## src/rtl/alu_flags_seq.sv

```systemverilog
// rtl/alu_flags_seq.sv - sequential ALU with start/done handshake feeding the status register
// Single-cycle ops finish in IDLE; MUL runs WIDTH shift-add steps in BUSY.
module alu_flags_seq #(
  parameter int WIDTH = 8,
  parameter int CNT_W = 4
) (
  input  logic             clk,
  input  logic             rst_n,
  input  logic             start,
  input  logic [2:0]       op,
  input  logic [WIDTH-1:0] a,
  input  logic [WIDTH-1:0] b,
  output logic             busy,
  output logic             done,
  output logic             flag_load,
  output logic [WIDTH-1:0] result,
  output logic             z,
  output logic             n,
  output logic             c,
  output logic             v
);

  localparam logic [2:0] OP_ADD = 3'b000;
  localparam logic [2:0] OP_SUB = 3'b001;
  localparam logic [2:0] OP_AND = 3'b010;
  localparam logic [2:0] OP_OR  = 3'b011;
  localparam logic [2:0] OP_XOR = 3'b100;
  localparam logic [2:0] OP_NOT = 3'b101;
  localparam logic [2:0] OP_SHL = 3'b110;
  localparam logic [2:0] OP_MUL = 3'b111;

  localparam logic [CNT_W-1:0] CNT_INIT = CNT_W'(WIDTH);
  localparam logic [CNT_W-1:0] CNT_ONE  = CNT_W'(1);

  typedef enum logic {S_IDLE, S_BUSY} state_e;

  state_e             state_q;
  logic [CNT_W-1:0]   cnt_q;
  logic [2*WIDTH-1:0] acc_q;
  logic [2*WIDTH-1:0] mcand_q;
  logic [WIDTH-1:0]   mplier_q;
  logic [WIDTH-1:0]   result_q;
  logic               z_q, n_q, c_q, v_q;
  logic               done_q, busy_q;

  logic [WIDTH:0]     wide_d;
  logic [WIDTH-1:0]   alu_r_d;
  logic               alu_c_d, alu_v_d;
  logic [2*WIDTH-1:0] acc_d;

  always_comb begin
    wide_d  = '0;
    alu_r_d = '0;
    alu_c_d = 1'b0;
    alu_v_d = 1'b0;
    case (op)
      OP_ADD: begin
        wide_d  = {1'b0, a} + {1'b0, b};
        alu_r_d = wide_d[WIDTH-1:0];
        alu_c_d = wide_d[WIDTH];
        alu_v_d = (a[WIDTH-1] == b[WIDTH-1]) && (alu_r_d[WIDTH-1] != a[WIDTH-1]);
      end
      OP_SUB: begin
        // Carry is the inverted borrow: set when a >= b unsigned.
        wide_d  = {1'b0, a} - {1'b0, b};
        alu_r_d = wide_d[WIDTH-1:0];
        alu_c_d = ~wide_d[WIDTH];
        alu_v_d = (a[WIDTH-1] != b[WIDTH-1]) && (alu_r_d[WIDTH-1] != a[WIDTH-1]);
      end
      OP_AND: alu_r_d = a & b;
      OP_OR:  alu_r_d = a | b;
      OP_XOR: alu_r_d = a ^ b;
      OP_NOT: alu_r_d = ~a;
      OP_SHL: begin
        alu_r_d = {a[WIDTH-2:0], 1'b0};
        alu_c_d = a[WIDTH-1];
      end
      default: ;
    endcase
  end

  assign acc_d = acc_q + (mplier_q[0] ? mcand_q : '0);

  always_ff @(posedge clk or negedge rst_n) begin
    if (!rst_n) begin
      state_q  <= S_IDLE;
      cnt_q    <= '0;
      acc_q    <= '0;
      mcand_q  <= '0;
      mplier_q <= '0;
      result_q <= '0;
      z_q      <= 1'b0;
      n_q      <= 1'b0;
      c_q      <= 1'b0;
      v_q      <= 1'b0;
      done_q   <= 1'b0;
      busy_q   <= 1'b0;
    end else begin
      done_q <= 1'b0;
      case (state_q)
        S_IDLE: begin
          if (start) begin
            if (op == OP_MUL) begin
              mcand_q  <= {{WIDTH{1'b0}}, a};
              mplier_q <= b;
              acc_q    <= '0;
              cnt_q    <= CNT_INIT;
              busy_q   <= 1'b1;
              state_q  <= S_BUSY;
            end else begin
              result_q <= alu_r_d;
              z_q      <= (alu_r_d == '0);
              n_q      <= alu_r_d[WIDTH-1];
              c_q      <= alu_c_d;
              v_q      <= alu_v_d;
              done_q   <= 1'b1;
            end
          end
        end
        S_BUSY: begin
          acc_q    <= acc_d;
          mcand_q  <= mcand_q << 1;
          mplier_q <= mplier_q >> 1;
          cnt_q    <= cnt_q - CNT_ONE;
          // Last step: acc_d already holds the full product.
          if (cnt_q == CNT_ONE) begin
            result_q <= acc_d[WIDTH-1:0];
            z_q      <= (acc_d[WIDTH-1:0] == '0);
            n_q      <= acc_d[WIDTH-1];
            c_q      <= |acc_d[2*WIDTH-1:WIDTH];
            v_q      <= 1'b0;
            done_q   <= 1'b1;
            busy_q   <= 1'b0;
            state_q  <= S_IDLE;
          end
        end
        default: state_q <= S_IDLE;
      endcase
    end
  end

  assign busy      = busy_q;
  assign done      = done_q;
  assign flag_load = done_q;
  assign result    = result_q;
  assign z         = z_q;
  assign n         = n_q;
  assign c         = c_q;
  assign v         = v_q;

endmodule

```

## config.mk

```make
export PLATFORM = sky130hd
export DESIGN_NAME = alu_flags_seq
export DESIGN_NICKNAME = d
export VERILOG_FILES = /design/src/rtl/alu_flags_seq.sv
export SDC_FILE = /design/constraint.sdc
export NUM_CORES = 1
export LEC_CHECK = 0
export CORE_AREA = 10 10 121 123
export CTS_CLUSTER_SIZE = 40
export DETAILED_ROUTE_END_ITERATION = 10
export DIE_AREA = 0 0 131 133
export HOLD_SLACK_MARGIN = 0.05
export PLACE_DENSITY = 0.57
export SETUP_SLACK_MARGIN = 0.05
export SYNTH_ARGS = -nofsm -noshare
export SYNTH_HDL_FRONTEND = slang
export SYNTH_SLANG_ARGS = --single-unit
```

## constraint.sdc

```tcl
create_clock -name clk -period 3.7 [get_ports clk]
set_input_delay 0.74 -clock clk [delete_from_list [all_inputs] [get_ports clk]]
set_output_delay 0.74 -clock clk [all_outputs]
set_load 0.05 [all_outputs]
```

# ---- Word-level counts from Yosys, hierarchy flattened
# Cells that the tools add are included.
dict set report word_totals {
  reg_bits 59
  inputBits 22
  out_inout_bits 15
  elab_cells 94
}
dict set report classes {
  n_addsub 4
  eq_ne 16
  mux 47
  bitwise_logic 6
  n_reduce_logical 9
}
# operator n
set op_table {}
lappend op_table {{two-way mux 16 bit} 5}
lappend op_table {{case mux 16 bit (2 select lines)} 2}
lappend op_table {{case mux 8 bit (7 select lines)} 1}
lappend op_table {{two-way mux 8 bit} 5}
lappend op_table {{case mux 8 bit (2 select lines)} 2}
lappend op_table {{two-way mux 1 bit} 20}
lappend op_table {{adder 16 bit} 1}
lappend op_table {{zero test 8 bit} 2}
lappend op_table {{case mux 1 bit (2 select lines)} 8}
lappend op_table {{== test 3 bit, second input constant} 4}
lappend op_table {{adder 8 x 8 -> 9 bit} 1}
lappend op_table {{subtractor 8 x 8 -> 9 bit} 1}
lappend op_table {{bitwise AND 8 bit} 1}
lappend op_table {{two-way mux 4 bit} 2}
lappend op_table {{NOT 8 bit} 1}
lappend op_table {{bitwise OR 8 bit} 1}
lappend op_table {{case mux 4 bit (2 select lines)} 1}
lappend op_table {{OR reduction 8 bit} 1}
lappend op_table {{XOR 8 bit} 1}
lappend op_table {{== test 3 x 2 -> 1 bit, second input constant} 2}
lappend op_table {{inequality test 2 bit, second input constant} 3}
lappend op_table {{AND reduction 3 bit} 2}
lappend op_table {{== test 4 x 1 -> 1 bit, second input constant} 1}
lappend op_table {{subtractor 4 x 1 -> 4 bit, second input constant} 1}
lappend op_table {{9 further kinds} 13}

# ---- Longest topological paths before layout
# Gate-level depths: netlist of run 1.
dict set report logic_depth {
  depth_word 7
  depth_mapped 11
  mapped_depth_nobuf 10
}

# ---- Worst setup path after synthesis of run 1
# Ideal clock, no wire load.
dict set report synth_path {
  kind {input port to flip-flop}
  start {input port a[0]}
  end {register z_q, in the netlist z}
  setup_time_ns 0.092
  arrival_time_ns 2.702
  required_ns 3.608
  slack_ns 0.907
  path_stages 9
  n_path_buf 0
  cell_sequence {ha_1 > fa_1 > nor2b_1 > mux4_2 > nor3_1 > o21ai_0 > nor4_1 > nand4_1 > o31ai_2}
}
dict set report synth_between {
  elab_chain_len 6
  elab_cells_between_ends 11
  classes_between {add/sub (2); mux (4); bitwise (4); reduce/logical (1)}
}
# item line
set synth_lines {}
lappend synth_lines {{start, declared} 11} ;# input logic [WIDTH-1:0] a,
lappend synth_lines {{subtractor 8 x 8 -> 9 bit (tied with other cells)} 65} ;# wide_d = {1'b0, a} - {1'b0, b};
lappend synth_lines {{case mux 8 bit (7 select lines) (*)} 56} ;# case (op)
lappend synth_lines {{zero test 8 bit (*)} 112} ;# z_q <= (alu_r_d == '0);
lappend synth_lines {{two-way mux 1 bit (*)} 103} ;# if (op == OP_MUL) begin
lappend synth_lines {{two-way mux 1 bit (*)} 102} ;# if (start) begin
lappend synth_lines {{case mux 1 bit (2 select lines) (*)} 100} ;# case (state_q)
lappend synth_lines {{end signal, assigned} 112}
lappend synth_lines {{end signal, assigned} 128} ;# z_q <= (acc_d[WIDTH-1:0] == '0);
lappend synth_lines {{end, declared} 43} ;# logic z_q, n_q, c_q, v_q;
# Mark *: on every way between the ends. The rest lies on a longest branch, timed or not. The select of a mux whose other input is x is not followed.
# A chain may end at the register's enable or synchronous reset.

# ---- Worst setup path in the final report of run 1
dict set report layout_path {
  start {input port a[0]}
  end {register c_q, in the netlist c}
}
dict set report layout_between {
  elab_chain_len 6
  elab_cells_between_ends 7
  classes_between {add/sub (2); mux (4); bitwise (1)}
}
# item line
set layout_lines {}
lappend layout_lines {{subtractor 8 x 8 -> 9 bit} 65}
lappend layout_lines {{NOT 1 bit} 67} ;# alu_c_d = ~wide_d[WIDTH];
lappend layout_lines {{case mux 1 bit (3 select lines) (*)} 56}
lappend layout_lines {{two-way mux 1 bit (*)} 103}
lappend layout_lines {{two-way mux 1 bit (*)} 102}
lappend layout_lines {{case mux 1 bit (2 select lines) (*)} 100}
lappend layout_lines {{end signal, assigned} 114} ;# c_q <= alu_c_d;
lappend layout_lines {{end signal, assigned} 130} ;# c_q <= |acc_d[2*WIDTH-1:WIDTH];
lappend layout_lines {{end, declared} 43}
# Marked as above.

==> run_results.csv, run 1 <==
group,metric,value,unit
route,dr.pass1.iters,4,
grt,grt-ovfl-total,0,
power_and_ir_drop,p_per_area,628.3,nW/um^2
timing,hold_violations,0,
timing,clock_skew,0.01054,ns
worst_hold_path,min_to,"mplier_q[0]",
timing,hold_ws,0.4862,ns
cts,clock_sinks,58,
cts,root_buffer,"clkbuf_16",
synthesis,synth-seq-area-share,30.41,%
placement,port-buffer-count,36,
layout,final_common_cell,"nand2_1",
grt,track_usage,16.22,%
synthesis,synth_cell_types,65,
grt,grt_pass1_wl,22.32,mm
worst_hold_path,hold_depth,2,
placement,place_area,5315,um^2
setup_path,path_max_fanout,4,
placement,gp_congestion,0.9022,
route,wirelength,13.64,mm
layout,multiInputGateArea,3037,um^2
setup_path,start_kind,"input pin",
outcome,status,"complete, no violations",
worst_hold_path,worstHoldStart,"mplier_q[1]",
route,wl_per_cell,17.03,um
floorplanning,start_util,38.60,%
floorplanning,dieArea,17420,um^2
cts,postCtsSetupRepairBufs,0,
timing,maxSlewHeadroom,43.40,%
floorplanning,rows,41,
layout,num-fill-cells,1221,
layout,diodes,0,
setup_path,crit_chain,"clkdlybuf4s50_1, buf_4, inv_1, ha_1, fa_1, nor2_1, o311ai_0, a21oi_1, and4b_1, nor4_1, and4b_1, a41oi_1",
cts,cts_hold_buffers,0,
cts,cts_made_buffers,9,
cts,clkTransAtPathRegs,0.05,ns
floorplanning,core_area,12360,um^2
power_and_ir_drop,ir_drop,0.0002215,V
timing,tns,0,ns
route,dr.first_iter.drc_count,334,
layout,fin_area,5612,um^2
setup_path,ff2ff_path_depth,10,
placement,place_inst,785,
timing,worst_pin_slew,0.8490,ns
timing,finalSetupViolations,0,
grt,grt_start_max_net_pins,46,
cts,clock_latency,0.35,ns
timing,rsz0062_at_grt,"no",
setup_path,r2r_start,"mcand_q[0]",
synthesis,syn_inst,596,
layout,seqCellArea,1453,um^2
setup_path,cp_common_cell,"and4b_1",
layout,nets,690,
synthesis,synth_area,4772,um^2
cts,cts_tree,"yes",
timing,worst_slack,0.4531,ns
setup_path,crit_arrival,3.45,ns
synthesis,synthesis.area_per_instance,8.007,um^2
floorplanning,ios,37,
synthesis,ys_ff_latch,58,
floorplanning,die_w,131,um
cts,htreeDepth,3,
setup_path,end_kind,"register",
setup_path,r2r-end,"c",
synthesis,async_flop_share,100.0,%
placement,dp_hpwl,10.34,mm
timing,maxSlewViolCount,0,
synthesis,synth_top_area_share,30.41,%
route,vias_per_cell,5.388,
timing,fin_crit_sh,87.75,%
worst_hold_path,hold_class,"register to register",
layout,fin_util,45.39,%
synthesis,synth_edf_count,0,
route,drcViolationCount,0,
placement,place_ws,0.1557,ns
job,max_cap_violations,0,
setup_path,crit_type,"input pin to register",
timing,min_period,3.247,ns
route,ant_nets,0,
setup_path,crit_path_max_incr_delay,0.50,ns
cts,clk_path_buf_depth,2,
floorplanning,die_y,133,um
route,vias,4316,
synthesis,ys_top_cells_by_area,"dfrtp_1 30%, ha_1 11%, nand2_1 6.7%, o21ai_0 5.6%, a21oi_1 4.9%",
grt,grt_antenna_before_repair,0,
timing,fmax,308.0,MHz
synthesis,synthFlopType,"dfrtp_1",
cts,ctsResizeCount,0,
setup_path,r2r_slack,0.65,ns
synthesis,yosys_warnings,0,
synthesis,synth_nets,662,
setup_path,cpMaxStageDelayCell,"o311ai_0",
layout,area_growth,17.59,%
power_and_ir_drop,power_leakage,2.505,nW
setup_path,required,3.90,ns
layout,fin_cells,801,
grt,first_global_vias,4304,
power_and_ir_drop,power,3.526,mW
synthesis,yosysTopAreaCell,"dfrtp_1",
layout,mostFrequentLayoutCells,"85 x nand2_1, 57 x dfrtp_1, 53 x o21ai_0, 47 x a21oi_1, 44 x nor2_1",
layout,drive_above_1_share,7.631,%
## registers in the layout (all words and copies together) (netlist names)
name      count
acc_q        16
busy          1
n             1
c             1
z             1
mcand_q      16
v             1
state_q       1
result        7
mplier_q      8
done          1
cnt_q         4
## worst max-delay path, delay by kind of cell
kind                       cells  cell delay (ns)
buffers and inverters          3             0.74
and+or+nand+nor                4             0.76
AOI/OAI and AO/OA              3             0.79
adders and majority gates      2             0.41
## cells in the mapped netlist, types with 3 or more instances
master / instances
a2111oi_0: 3
a211oi_1: 6
a21o_1: 7
a21oi_1: 47
a31oi_1: 3
and2_1: 18
and3_1: 4
buf_1: 8
buf_2: 6
buf_4: 5
clkbuf_1: 16
dfrtp_1: 58
fa_1: 3
ha_1: 41
inv_1: 29
mux2i_1: 11
nand2_1: 85
nand2b_1: 8
nand3_1: 18
nand4_1: 6
nor2_1: 44
nor2b_1: 5
nor3_1: 11
nor4_1: 7
o211ai_1: 5
o21a_1: 4
o21ai_0: 53
o21bai_1: 6
o221ai_1: 4
o22ai_1: 10
o311ai_0: 3
xnor2_1: 12
xor2_1: 6
## routing by layer
metal / track usage [%] / vias to the layer above / wire [um]
li1: - / 2176 / -
met1: 20.78 / 2058 / 6441
met2: 25.45 / 65 / 6356
met3: 3.436 / 17 / 508
met4: 7.108 / 0 / 331
met5: 0 / - / 0
## final cells by class
class | instances | area share, %
clock buffers | 9 | 4.013
flip-flops and latches | 58 | 25.89
well taps | 172 | 3.835
multi-input cells | 471 | 54.11
clock inverters | 7 | 1.249
inverters | 31 | 2.074
repair buffers | 53 | 8.829
## where the power goes
group          total, mW  switching (mW)  leakage [nW]  internal, mW
Combinational       1.59            1.01          1.62         0.583
Sequential          1.09           0.220         0.754         0.873
Clock              0.839           0.321         0.133         0.518
Total               3.53            1.55          2.51          1.97
## logic make-up after synthesis
group / Yosys count / synth area share (%)
xor gates and xnor gates: 18 / 3.304
muxes: 12 / 2.779
AOI/OAI and AO/OA: 173 / 22.97
and+or+nand+nor: 224 / 22.55
adders and majority gates: 44 / 12.01
DFF: 58 / 30.41
buffers and inverters: 67 / 5.978
## worst max-delay path by stage
stage,startpoint,to,slack [ns],depth (start not counted)
global placement,a[0],c,0.20,12
global route,a[0],c,0.14,10
finish,a[0],c,0.45,12
CTS,a[0],c,0.50,10
floorplan,a[0],z,0.91,9
detailed placement,a[0],c,0.16,10
Note: power is estimated with default switching activity, not from simulation.
==> run 2, diff against run 1 <==
- ABC_AREA: not set -> 1
- CORE_AREA: 10 10 121 123 -> 10 10 123 125
- DIE_AREA: 0 0 131 133 -> 0 0 133 135
- SKIP_CTS_REPAIR_TIMING: not set -> 1
==> run 2 against run 1 <==
  * Maximum frequency grew 9.4%
  * Critical path depth rose by 3
  * Cell count rose by 17%
  * Synthesized cell count increased by 22%
  * Area after synthesis up 3.3%
  * Largest power group unchanged
  * Highest routed layer unchanged
==> run_results.csv, run 2 <==
group,metric,value,unit
placement,gp_congestion,0.9245,
setup_path,crit_path_max_incr_delay,0.51,ns
power_and_ir_drop,p_per_area,649.9,nW/um^2
layout,top_regs,"acc_q (16), mcand_q (16), mplier_q (8)",
route,vias_per_cell,5.149,
timing,fmax,337.1,MHz
timing,fin_crit_sh,80.18,%
floorplanning,core_area,12570,um^2
cts,cts_made_buffers,9,
placement,dp_hpwl,11.67,mm
grt,grt_pass1_wl,24.57,mm
timing,tns,0,ns
grt,track_usage,16.85,%
route,vias,4819,
timing,worst_pin_slew,1.024,ns
route,drcViolationCount,0,
route,dr.first_iter.drc_count,405,
outcome,status,"complete, no violations",
floorplanning,die_y,135,um
setup_path,end_kind,"register",
layout,fin_area,5742,um^2
timing,maxSlewViolCount,0,
power_and_ir_drop,ir_drop,0.0002609,V
cts,htreeDepth,3,
floorplanning,rows,41,
cts,cts_tree,"yes",
floorplanning,dieArea,17960,um^2
layout,nets,826,
timing,finalSetupViolations,0,
cts,clkTransAtPathRegs,0.05,ns
grt,grt-ovfl-total,0,
job,max_cap_violations,0,
layout,drive_above_1_share,6.675,%
timing,clock_skew,0.009230,ns
timing,hold_violations,0,
synthesis,synth_area,4928,um^2
setup_path,crit_arrival,3.22,ns
synthesis,synth_common_cells,"228 x nand2_1, 119 x inv_1, 58 x dfrtp_1",
layout,num-fill-cells,1297,
synthesis,yosys_warnings,0,
placement,place_area,5390,um^2
synthesis,synth_cell_types,39,
timing,rsz0062_at_grt,"no",
synthesis,synthFlopType,"dfrtp_1",
synthesis,async_flop_share,100.0,%
power_and_ir_drop,power,3.732,mW
cts,clock_latency,0.33,ns
synthesis,synth_top_area_share,29.45,%
synthesis,synth-seq-area-share,29.45,%
setup_path,cpMaxStageDelayCell,"clkdlybuf4s50_1",
synthesis,synth_edf_count,0,
worst_hold_path,hold_class,"register to register",
cts,root_buffer,"clkbuf_16",
floorplanning,ios,37,
route,dr.pass1.iters,6,
setup_path,crit_type,"input pin to register",
cts,clock_sinks,58,
grt,first_global_vias,4646,
route,ant_nets,0,
route,wl_per_cell,15.99,um
grt,grt_antenna_before_repair,0,
synthesis,synthesis.area_per_instance,6.751,um^2
setup_path,start_kind,"input pin",
layout,diodes,0,
synthesis,ys_ff_latch,58,
floorplanning,start_util,39.21,%
grt,grt_start_max_net_pins,46,
synthesis,syn_inst,730,
layout,mostFrequentLayoutCells,"228 x nand2_1, 119 x inv_1, 58 x dfrtp_1, 56 x nor2_1, 47 x nand3_1",
placement,port-buffer-count,36,
timing,maxSlewHeadroom,31.75,%
setup_path,required,3.95,ns
layout,area_growth,16.50,%
route,wirelength,14.97,mm
setup_path,crit_chain,"clkdlybuf4s50_1, inv_1, ha_1, fa_1, nor2_1, nor2_1, nand2_1, nand2_1, nor2_1, nand2_1, nor2_2, nand3_1, nor2_1, nand4_1, a21oi_1",
layout,fin_cells,936,
timing,min_period,2.967,ns
layout,final_common_cell,"nand2_1",
placement,place_inst,921,
power_and_ir_drop,power_leakage,3.086,nW
synthesis,ys_top_cells_by_area,"dfrtp_1 29%, nand2_1 17%, ha_1 10%, inv_1 9.1%, nand3_1 4.8%",
setup_path,path_max_fanout,4,
floorplanning,die_w,133,um
synthesis,yosysTopAreaCell,"dfrtp_1",
synthesis,synth_nets,796,
synthesis,synth_most_common_cell,"nand2_1",
cts,clk_path_buf_depth,2,
setup_path,cp_common_cell,"nor2_1",
-- run 2: cell types whose count changed in the layout (fill, tap and decap cells not counted), moves of 8 or more --
cell      change
mux2i_1      -11
nand3_1      +29
nor2_1       +12
o21ai_0      -32
and2_1       -16
nand4_1       +9
a21oi_1      -26
inv_1        +90
nand2_1     +143
buf_4         -9
nand2b_1      -8
-- run 2: layer usage --
| layer | wire length, um | vias up | global-route usage [%] | share of wire (%) |
|---|---|---|---|---|
| li1 | - | 2378 | - | - |
| met5 | 0 | - | 0 | 0 |
| met1 | 7218 | 2263 | 23.38 | 48 |
| met4 | 219 | 0 | 5.073 | 1.5 |
| met2 | 6676 | 162 | 26.01 | 45 |
| met3 | 851 | 16 | 2.930 | 5.7 |
-- run 2: per-stage QoR --
step	util (%)	hold slack, ns	worst slack (ns)
after floorplan	-	0.4444	1.467
after global placement	42.89	0.4702	0.4448
after detailed placement	42.89	0.4743	0.4448
after CTS	45.68	0.4885	0.7765
after global routing	45.68	0.5055	0.5742
final	45.68	0.4847	0.7333
-- run 2: worst paths after layout --
path	from	slack, ns	cells past startpoint	to
setup / recovery	a[0]	0.73	15	z
hold / removal	mcand_q[15]	0.48	2	mcand_q[15]
setup reg to reg	mplier_q[0]	1.08	16	c
hold reg to reg	mcand_q[15]	0.48	2	mcand_q[15]
max in group asynchronous	rst_n	2.30	2	mcand_q[1]
min in group asynchronous	rst_n	0.59	1	result[4]
-- run 2: kinds of logic (layout without fill, tap and decap cells) --
| logic type | Yosys count | after routing | share of synthesized area (%) |
|---|---|---|---|
| adders and majority gates | 44 | 44 | 11.63 |
| and+or+nand+nor | 378 | 378 | 32.75 |
| AOI/OAI and AO/OA | 91 | 91 | 11.50 |
| DFF | 58 | 58 | 29.45 |
| buffers and inverters | 149 | 183 | 12.90 |
| xor gates and xnor gates | 10 | 10 | 1.777 |
-- run 2: cell type report --
cell class	instances	area, um^2	area share [%]
clock inverter	4	98.84	1.722
multi-input combinational	523	2844	49.53
clock buffer	11	252.7	4.402
inverter	125	471.7	8.215
sequential	58	1451	25.28
tap	172	215.2	3.748
timing repair buffer	43	407.9	7.104
-- run 2: power by group --
part           internal, mW  switching, mW  total, mW
Sequential            0.887          0.178       1.06
Combinational         0.554           1.13       1.69
Clock                 0.691          0.290      0.982
-- run 2: critical path: cells and delay by family --
family | cells | cell delay [ns]
fa+ha+maj | 2 | 0.70
compound gates | 1 | 0.15
simple gates | 10 | 0.99
buf+inv | 2 | 0.63
